<file path="src/rtl/jmp_pc_unit.sv">
// rtl/jmp_pc_unit.sv - jump condition evaluation, program counter and return-address stack
module jmp_pc_unit #(
    parameter int ADDR_W      = 15,
    parameter int STACK_DEPTH = 8
) (
    input  logic                             clk,
    input  logic                             rst,
    input  logic                             en,
    input  logic [2:0]                       cmd_j,
    input  logic                             alu_zr,
    input  logic                             alu_ng,
    input  logic [ADDR_W-1:0]                jmp_addr,
    input  logic                             call,
    input  logic                             ret,
    input  logic                             err_clr,
    output logic [ADDR_W-1:0]                pc_out,
    output logic                             taken,
    output logic [$clog2(STACK_DEPTH+1)-1:0] sp,
    output logic                             stack_full,
    output logic                             stack_empty,
    output logic                             err_ovf,
    output logic                             err_unf
);
    localparam int SP_W  = $clog2(STACK_DEPTH + 1);
    localparam int IDX_W = $clog2(STACK_DEPTH);
    localparam logic [SP_W-1:0] SP_MAX = SP_W'(STACK_DEPTH);

    logic [ADDR_W-1:0] stack_mem [STACK_DEPTH];
    logic [ADDR_W-1:0] pc_next;
    logic [ADDR_W-1:0] pc_d;
    logic [SP_W-1:0]   sp_d;
    logic [IDX_W-1:0]  top_idx;
    logic [IDX_W-1:0]  push_idx;
    logic              cond;
    logic              push;
    logic              ovf_set;
    logic              unf_set;
    logic              taken_c;

    assign pc_next     = pc_out + ADDR_W'(1);
    assign stack_full  = (sp == SP_MAX);
    assign stack_empty = (sp == '0);
    assign top_idx     = IDX_W'(sp - SP_W'(1));
    assign push_idx    = IDX_W'(sp);

    always_comb begin
        cond = 1'b0;
        case (cmd_j)
            3'b000: cond = 1'b0;
            3'b001: cond = !alu_ng && !alu_zr;
            3'b010: cond = alu_zr;
            3'b011: cond = !alu_ng || alu_zr;
            3'b100: cond = alu_ng;
            3'b101: cond = !alu_zr;
            3'b110: cond = alu_ng || alu_zr;
            3'b111: cond = 1'b1;
            default: cond = 1'b0;
        endcase
    end

    // Return has priority over any jump or call presented in the same cycle.
    always_comb begin
        pc_d    = pc_next;
        sp_d    = sp;
        push    = 1'b0;
        ovf_set = 1'b0;
        unf_set = 1'b0;
        taken_c = 1'b0;
        if (!en) begin
            pc_d = pc_out;
        end else if (ret) begin
            if (!stack_empty) begin
                pc_d    = stack_mem[top_idx];
                sp_d    = sp - SP_W'(1);
                taken_c = 1'b1;
            end else begin
                unf_set = 1'b1;
            end
        end else if (cond) begin
            pc_d    = jmp_addr;
            taken_c = 1'b1;
            if (call) begin
                if (!stack_full) begin
                    push = 1'b1;
                    sp_d = sp + SP_W'(1);
                end else begin
                    ovf_set = 1'b1;
                end
            end
        end
    end

    assign taken = taken_c && !rst;

    always_ff @(posedge clk or posedge rst) begin
        if (rst) begin
            pc_out  <= '0;
            sp      <= '0;
            err_ovf <= 1'b0;
            err_unf <= 1'b0;
        end else begin
            pc_out <= pc_d;
            sp     <= sp_d;
            if (ovf_set)
                err_ovf <= 1'b1;
            else if (err_clr)
                err_ovf <= 1'b0;
            if (unf_set)
                err_unf <= 1'b1;
            else if (err_clr)
                err_unf <= 1'b0;
        end
    end

    always_ff @(posedge clk) begin
        if (push)
            stack_mem[push_idx] <= pc_next;
    end
endmodule

</file>
<file path="config.mk">
export PLATFORM = sky130hd
export DESIGN_NAME = jmp_pc_unit
export DESIGN_NICKNAME = d
export VERILOG_FILES = /design/src/rtl/jmp_pc_unit.sv
export SDC_FILE = /design/constraint.sdc
export NUM_CORES = 1
export LEC_CHECK = 0
export CAP_MARGIN = 20
export CORE_MARGIN = 5
export CORE_UTILIZATION = 52
export DETAILED_ROUTE_END_ITERATION = 12
export MAX_ROUTING_LAYER = met4
export PLACE_DENSITY = 0.75
export SLEW_MARGIN = 25
export SYNTH_ARGS = -nofsm -noshare
export SYNTH_HDL_FRONTEND = slang
export SYNTH_SLANG_ARGS = --single-unit
</file>
<file path="constraint.sdc">
create_clock -name clk -period 2.8 [get_ports clk]
set_input_delay 0.56 -clock clk [delete_from_list [all_inputs] [get_ports clk]]
set_output_delay 0.56 -clock clk [all_outputs]
set_load 0.005 [all_outputs]
</file>
# --- Yosys cells after proc, flatten, opt, wreduce, memory -nomap -nowiden ---
# Memories as Yosys holds them, arrays and structs flattened.
# Index checks and enable logic that the tools add are counted.
totals:
  ram_bits: 120
  reg_bits: 21
  input_bits: 26
  memories: 1
  output_inout_bits: 24
  wordCells: 63
classes:
  eq_ne: 10
  n_reduce_logical: 14
  addsub: 3
  muxes: 31
mem_list:
  columns: ["name", "depth", "word_bits", "read_ports", "rd_clocked_by_memory_dff", "wr", "line_no", "text"]
  rows:
  - ["stack_mem", 8, 15, 1, 0, 1, "28", "logic [ADDR_W-1:0] stack_mem [STACK_DEPTH];"]
ops:
  columns: ["cell", "n"]
  rows:
  - ["$mux 15", 3]
  - ["$mux 1", 22]
  - ["$mux 4", 5]
  - ["$add 15x1->15 const B", 1]
  - ["$eq 3x3->1 const B", 4]
  - ["$pmux 1 s8", 1]
  - ["$reduce_bool 2->1", 4]
  - ["$eq 3x2->1 const B", 2]
  - ["$reduce_and 5->1", 1]
  - ["$add 4x1->4 const B", 1]
  - ["$eq 4x4->1 const B", 1]
  - ["$logic_not 4->1", 1]
  - ["$ne 2x2->1 const B", 2]
  - ["$sub 4x1->4 const B", 1]
  - ["$eq 3x1->1 const B", 1]
  - ["$logic_not 1->1", 3]
  - ["$logic_not 3->1", 1]
  - ["$logic_and 1x1->1", 2]
  - ["$logic_or 1x1->1", 2]

# --- Logic depth before layout (Yosys ltp) ---
logic_depth:
  ltp_word: 8
  ltp_mapped: 10
  depth_no_buf: 7

# --- Worst setup path before layout ---
# Ideal clock, no wire load.
synth_path:
  path_kind: "input-to-reg"
  from: "input port cmd_j[2]"
  to: "memory stack_mem[0][0], enable pin"
  setup_ns: 0.406
  required_ns: 2.394
  t_arrival_ns: 2.525
  path_slack_ns: -0.131
  stages: 6
  n_path_buf: 1
  cell_sequence: "nand2b_1 a32oi_1 buf_2 nor3_1 nand4_1 nor3_1"
synth_between:
  elab_chain_len: 7
  elab_cells_between_ends: 14
  cone_classes: "eq/ne (7); mux (6); reduce/logical (1)"
synth_lines:
  columns: ["item", "line_no", "text"]
  rows:
  - ["start: declaration", "9", "input logic [2:0] cmd_j,"]
  - ["$eq 3x3->1, or another cell as far along", "48", "case (cmd_j)"]
  - ["$pmux 1 s8 *", "48", null]
  - ["$mux 1 *", "79", "end else if (cond) begin"]
  - ["$mux 1 *", "71", "end else if (ret) begin"]
  - ["$mux 1 *", "69", "if (!en) begin"]
  - ["$mux 1 *", "116", "if (push)"]
  - ["$mux 1 (implied by the code) *", "117", "stack_mem[push_idx] <= pc_next;"]
  - ["end: declaration", "28", null]
# Mark *: on every way between the ends. The rest lies on a longest branch, timed or not.

# --- Final worst setup path ---
layout_path:
  from: "register sp[0]"
  to: "output port stack_full"
layout_between:
  elab_chain_len: 1
layout_lines:
  columns: ["item", "line_no", "text"]
  rows:
  - ["start: declaration", "18", "output logic [$clog2(STACK_DEPTH+1)-1:0] sp,"]
  - ["start signal: assignment", "103", "sp <= sp_d;"]
  - ["$eq 4x4->1", "41", "assign stack_full = (sp == SP_MAX);"]
  - ["end: declaration", "19", "output logic stack_full,"]
# Every way passes these cells.

==> flow_summary.toml <==
[pwr]
internal-power_w = 0.00551
pwr-share-comb_pct = 38.2
seq_power_share_pct = 37.0
p_per_area_nw_per_um2 = 1100
power.share.switching_pct = 33.8
ir_drop_v = 0.000476
power.leakage_nw = 2.65
clockPowerShare_pct = 24.9
power_switching_w = 0.00282

[worst_setup_path]
critPathBufInv = 4
critical-path-top-delay-family = "buffers and inverters"
cp_cell_sequence = "inv_1 > ha_2 > buf_4 > nand3b_1 > inv_1 > clkdlybuf4s50_1"
cpPeakStageDelay_ps = 510
start_kind = "register"
crit_slowest_cell = "clkdlybuf4s50_1"
critPathMaxFanout = 4
required_ps = 2240
crit_top_cell = "inv_1"
cp-end-kind = "output port"
critPathKind = "register to output port"
critical_path_arrival_ps = 2020

[synthesis]
synth_edf_count = 120
synthSimpleGateAreaFrac_pct = 7.47
ys_types = 57
synth_adder_area_share_pct = 0.611
synth_compound_area_share_pct = 6.29
yosysSeqAreaShare_pct = 67.2
yosysWarningCount = 0
synth_flop_cell = "edfxtp_1"
synth_area_um2 = 6140
ys_async_sr_fraction_pct = 14.9
synthCells = 365
syn_avg_cell_area_um2 = 16.8
syn-num-nets = 394
ys_seq_elements = 141
synth_top_family_by_area = "multiplexers"
yosys.area_share.xor_xnor_pct = 2.73
synth_mux_area_share_pct = 12.8

[place]
place_area_um2 = 7010
place_congestion = 0.905
dp_cells = 580
hpwl_um = 9900
io_buffers = 49

[cts]
htree_levels = 4
clockBufferDepth = 2
numClockSinks = 141
root_buffer = "clkbuf_16"
cts_tree = "built"
clock_latency_ps = 410
numCtsBuffers = 17
clk_pin_slew_ps = 60

[drt]
drt_iter0_drc = 401
via_count = 3770
drt-total-wl_um = 14500
drc = 0
drt_first_pass_iters = 5
drtAntennaViolNets = 0
viasPerCell = 6.15
wire_per_inst_um = 23.6

[grt]
grt_pass1_vias = 3825
grt_start_max_net_pins = 36
antenna_found_initial = 0
grt_usage_pct = 22.2
grt_pass1_wl_um = 22900
grt-ovfl-total = 0

[run]
maxCapViolCount = 0

[timing]
fin_setup_tns_ps = 0
rsz0062_at_grt = "no"
finalMaxSlewViolations = 0
skew_ps = 9.27
setup_viol_count_final = 0
slew_headroom_pct = 47.1
period_share_pct = 92.1
tightest_slew_ps = 787
hold_viol = 0
fin_crit_ps = 2580
max_freq_mhz = 388

[floorplanning]
die_area_um2 = 14100
rows = 39
die_w_um = 119
die_y_um = 119
ios = 50
core_area_um2 = 11500
start_util_pct = 53.3

[layout]
areaGrowthSynthToFinish_pct = 23.4
fill_cells = 757
finalNetCount = 486
fin_cells = 613
drive_gt1_share_pct = 26.6
fin_area_um2 = 7580
antenna_cells = 0

[hold_path]
hp-class = "register to register"

[status]
outcome = "complete, no violations"
[path summary, 6_finish.rpt]
check / startpoint / end / slack [ps] / cells after the start
worst max-delay path: sp[0] / stack_full / 220 / 6
worst min-delay path: err_ovf / err_ovf / 520 / 1
worst max register to register: sp[0] / pc_out[12] / 580 / 5
worst min register to register: err_ovf / err_ovf / 520 / 1
max in group asynchronous: rst / sp[0] / 2000 / 3
min in group asynchronous: rst / pc_out[0] / 540 / 3
[per-layer routing]
layer  track usage, %  vias up  part of all wire, %  wire length [um]
li1                 -     1647                    -                 -
met2             31.9      196                   47              6860
met4             6.73        0                  1.8               267
met3             4.97       20                  6.9              1010
met1             32.1     1907                   44              6350
met5                -        -                    0                 0
[cells in the mapped netlist, types with 3 or more instances]
cell / instances / area share, %
a21oi_1: 10 / 0.81
a22o_1: 5 / 0.71
a31oi_1: 7 / 0.71
buf_1: 3 / 0.18
buf_6: 7 / 1.3
clkbuf_1: 4 / 0.24
dfrtp_1: 21 / 8.6
edfxtp_1: 120 / 59
ha_1: 3 / 0.61
inv_1: 12 / 0.73
mux2_2: 7 / 1.3
mux2i_1: 3 / 0.49
mux4_2: 30 / 11
nand2_1: 13 / 0.79
nand2b_1: 3 / 0.31
nand3_1: 10 / 0.81
nand4_1: 7 / 0.71
nor2_1: 19 / 1.2
nor3_1: 8 / 0.65
nor3b_1: 6 / 0.73
nor4_1: 3 / 0.31
o2bb2ai_1: 3 / 0.43
xnor2_1: 9 / 1.3
xor2_1: 7 / 1.0
[power groups by stage]
| stage | logic [W] | registers (W) | clock network, W |
|---|---|---|---|
| 6_report | 0.00318 | 0.00308 | 0.00207 |
| 5_1_grt | 0.00343 | 0.00310 | 0.00222 |
| 4_1_cts | 0.00318 | 0.00307 | 0.00210 |
| 3_5_place_dp | 0.00313 | 0.00311 | 0 |
| 3_3_place_gp | 0.00310 | 0.00310 | 0 |
| 2_1_floorplan | 0.00200 | 0.00305 | 0 |
[metrics by stage]
| stage | power (W) | utilization [%] | worst slack [ps] | hold WS [ps] |
|---|---|---|---|---|
| global route | 0.00876 | 65.8 | 117 | 540 |
| CTS | 0.00836 | 65.7 | 5.43 | 512 |
| finish | 0.00833 | 65.8 | 220 | 516 |
| detailed placement | 0.00623 | 60.9 | 19.9 | 499 |
| floorplan | 0.00505 | - | 190 | 487 |
| global placement | 0.00620 | 60.9 | 14.0 | 477 |
[layout make-up]
type / count / area [um^2] / share of cell area [%]
clock buffer: 17 / 425 / 5.61
timing repair buffer: 91 / 821 / 10.8
clock inverter: 15 / 126 / 1.67
inverter: 13 / 48.8 / 0.644
sequential: 141 / 4130 / 54.5
multi-input combinational: 193 / 1850 / 24.4
tap: 143 / 179 / 2.36
[layout by cell type (no fill, tap or decap), types with 3 or more instances in the layout]
master,count
inv_6,5
buf_4,41
nor2_1,19
nand4_1,7
a21oi_1,10
nand2_1,13
mux2_2,7
mux4_2,30
dfrtp_1,20
nand3_1,10
nor3_2,3
a22o_1,5
nand2b_1,3
nor3_1,6
a31oi_1,7
clkbuf_16,17
o2bb2ai_1,3
xnor2_1,9
clkinvlp_4,3
nor3b_1,6
nor4_1,3
edfxtp_1,120
mux2i_1,3
clkdlybuf4s50_1,48
inv_8,3
inv_1,12
xor2_1,7
[cell families after synthesis]
kind of cell | Yosys count
flops | 141
simple gates | 82
compound gates | 51
mux | 40
buf+inv | 31
xor+xnor | 17
fa+ha+maj | 3
[flip-flops by register name, indices dropped and copies added, names as in the netlist]
register / cells
err_ovf: 1
err_unf: 1
stack_mem: 120
sp: 4
pc_out: 15
[what timing repair did]
item                                    in CTS  in global routing
endpoints found under the setup margin       0                  1
setup buffers                                0                  1
resized for setup                            0                  2
hold buffers                                 0                  0
(Power assumes the default switching activity.)
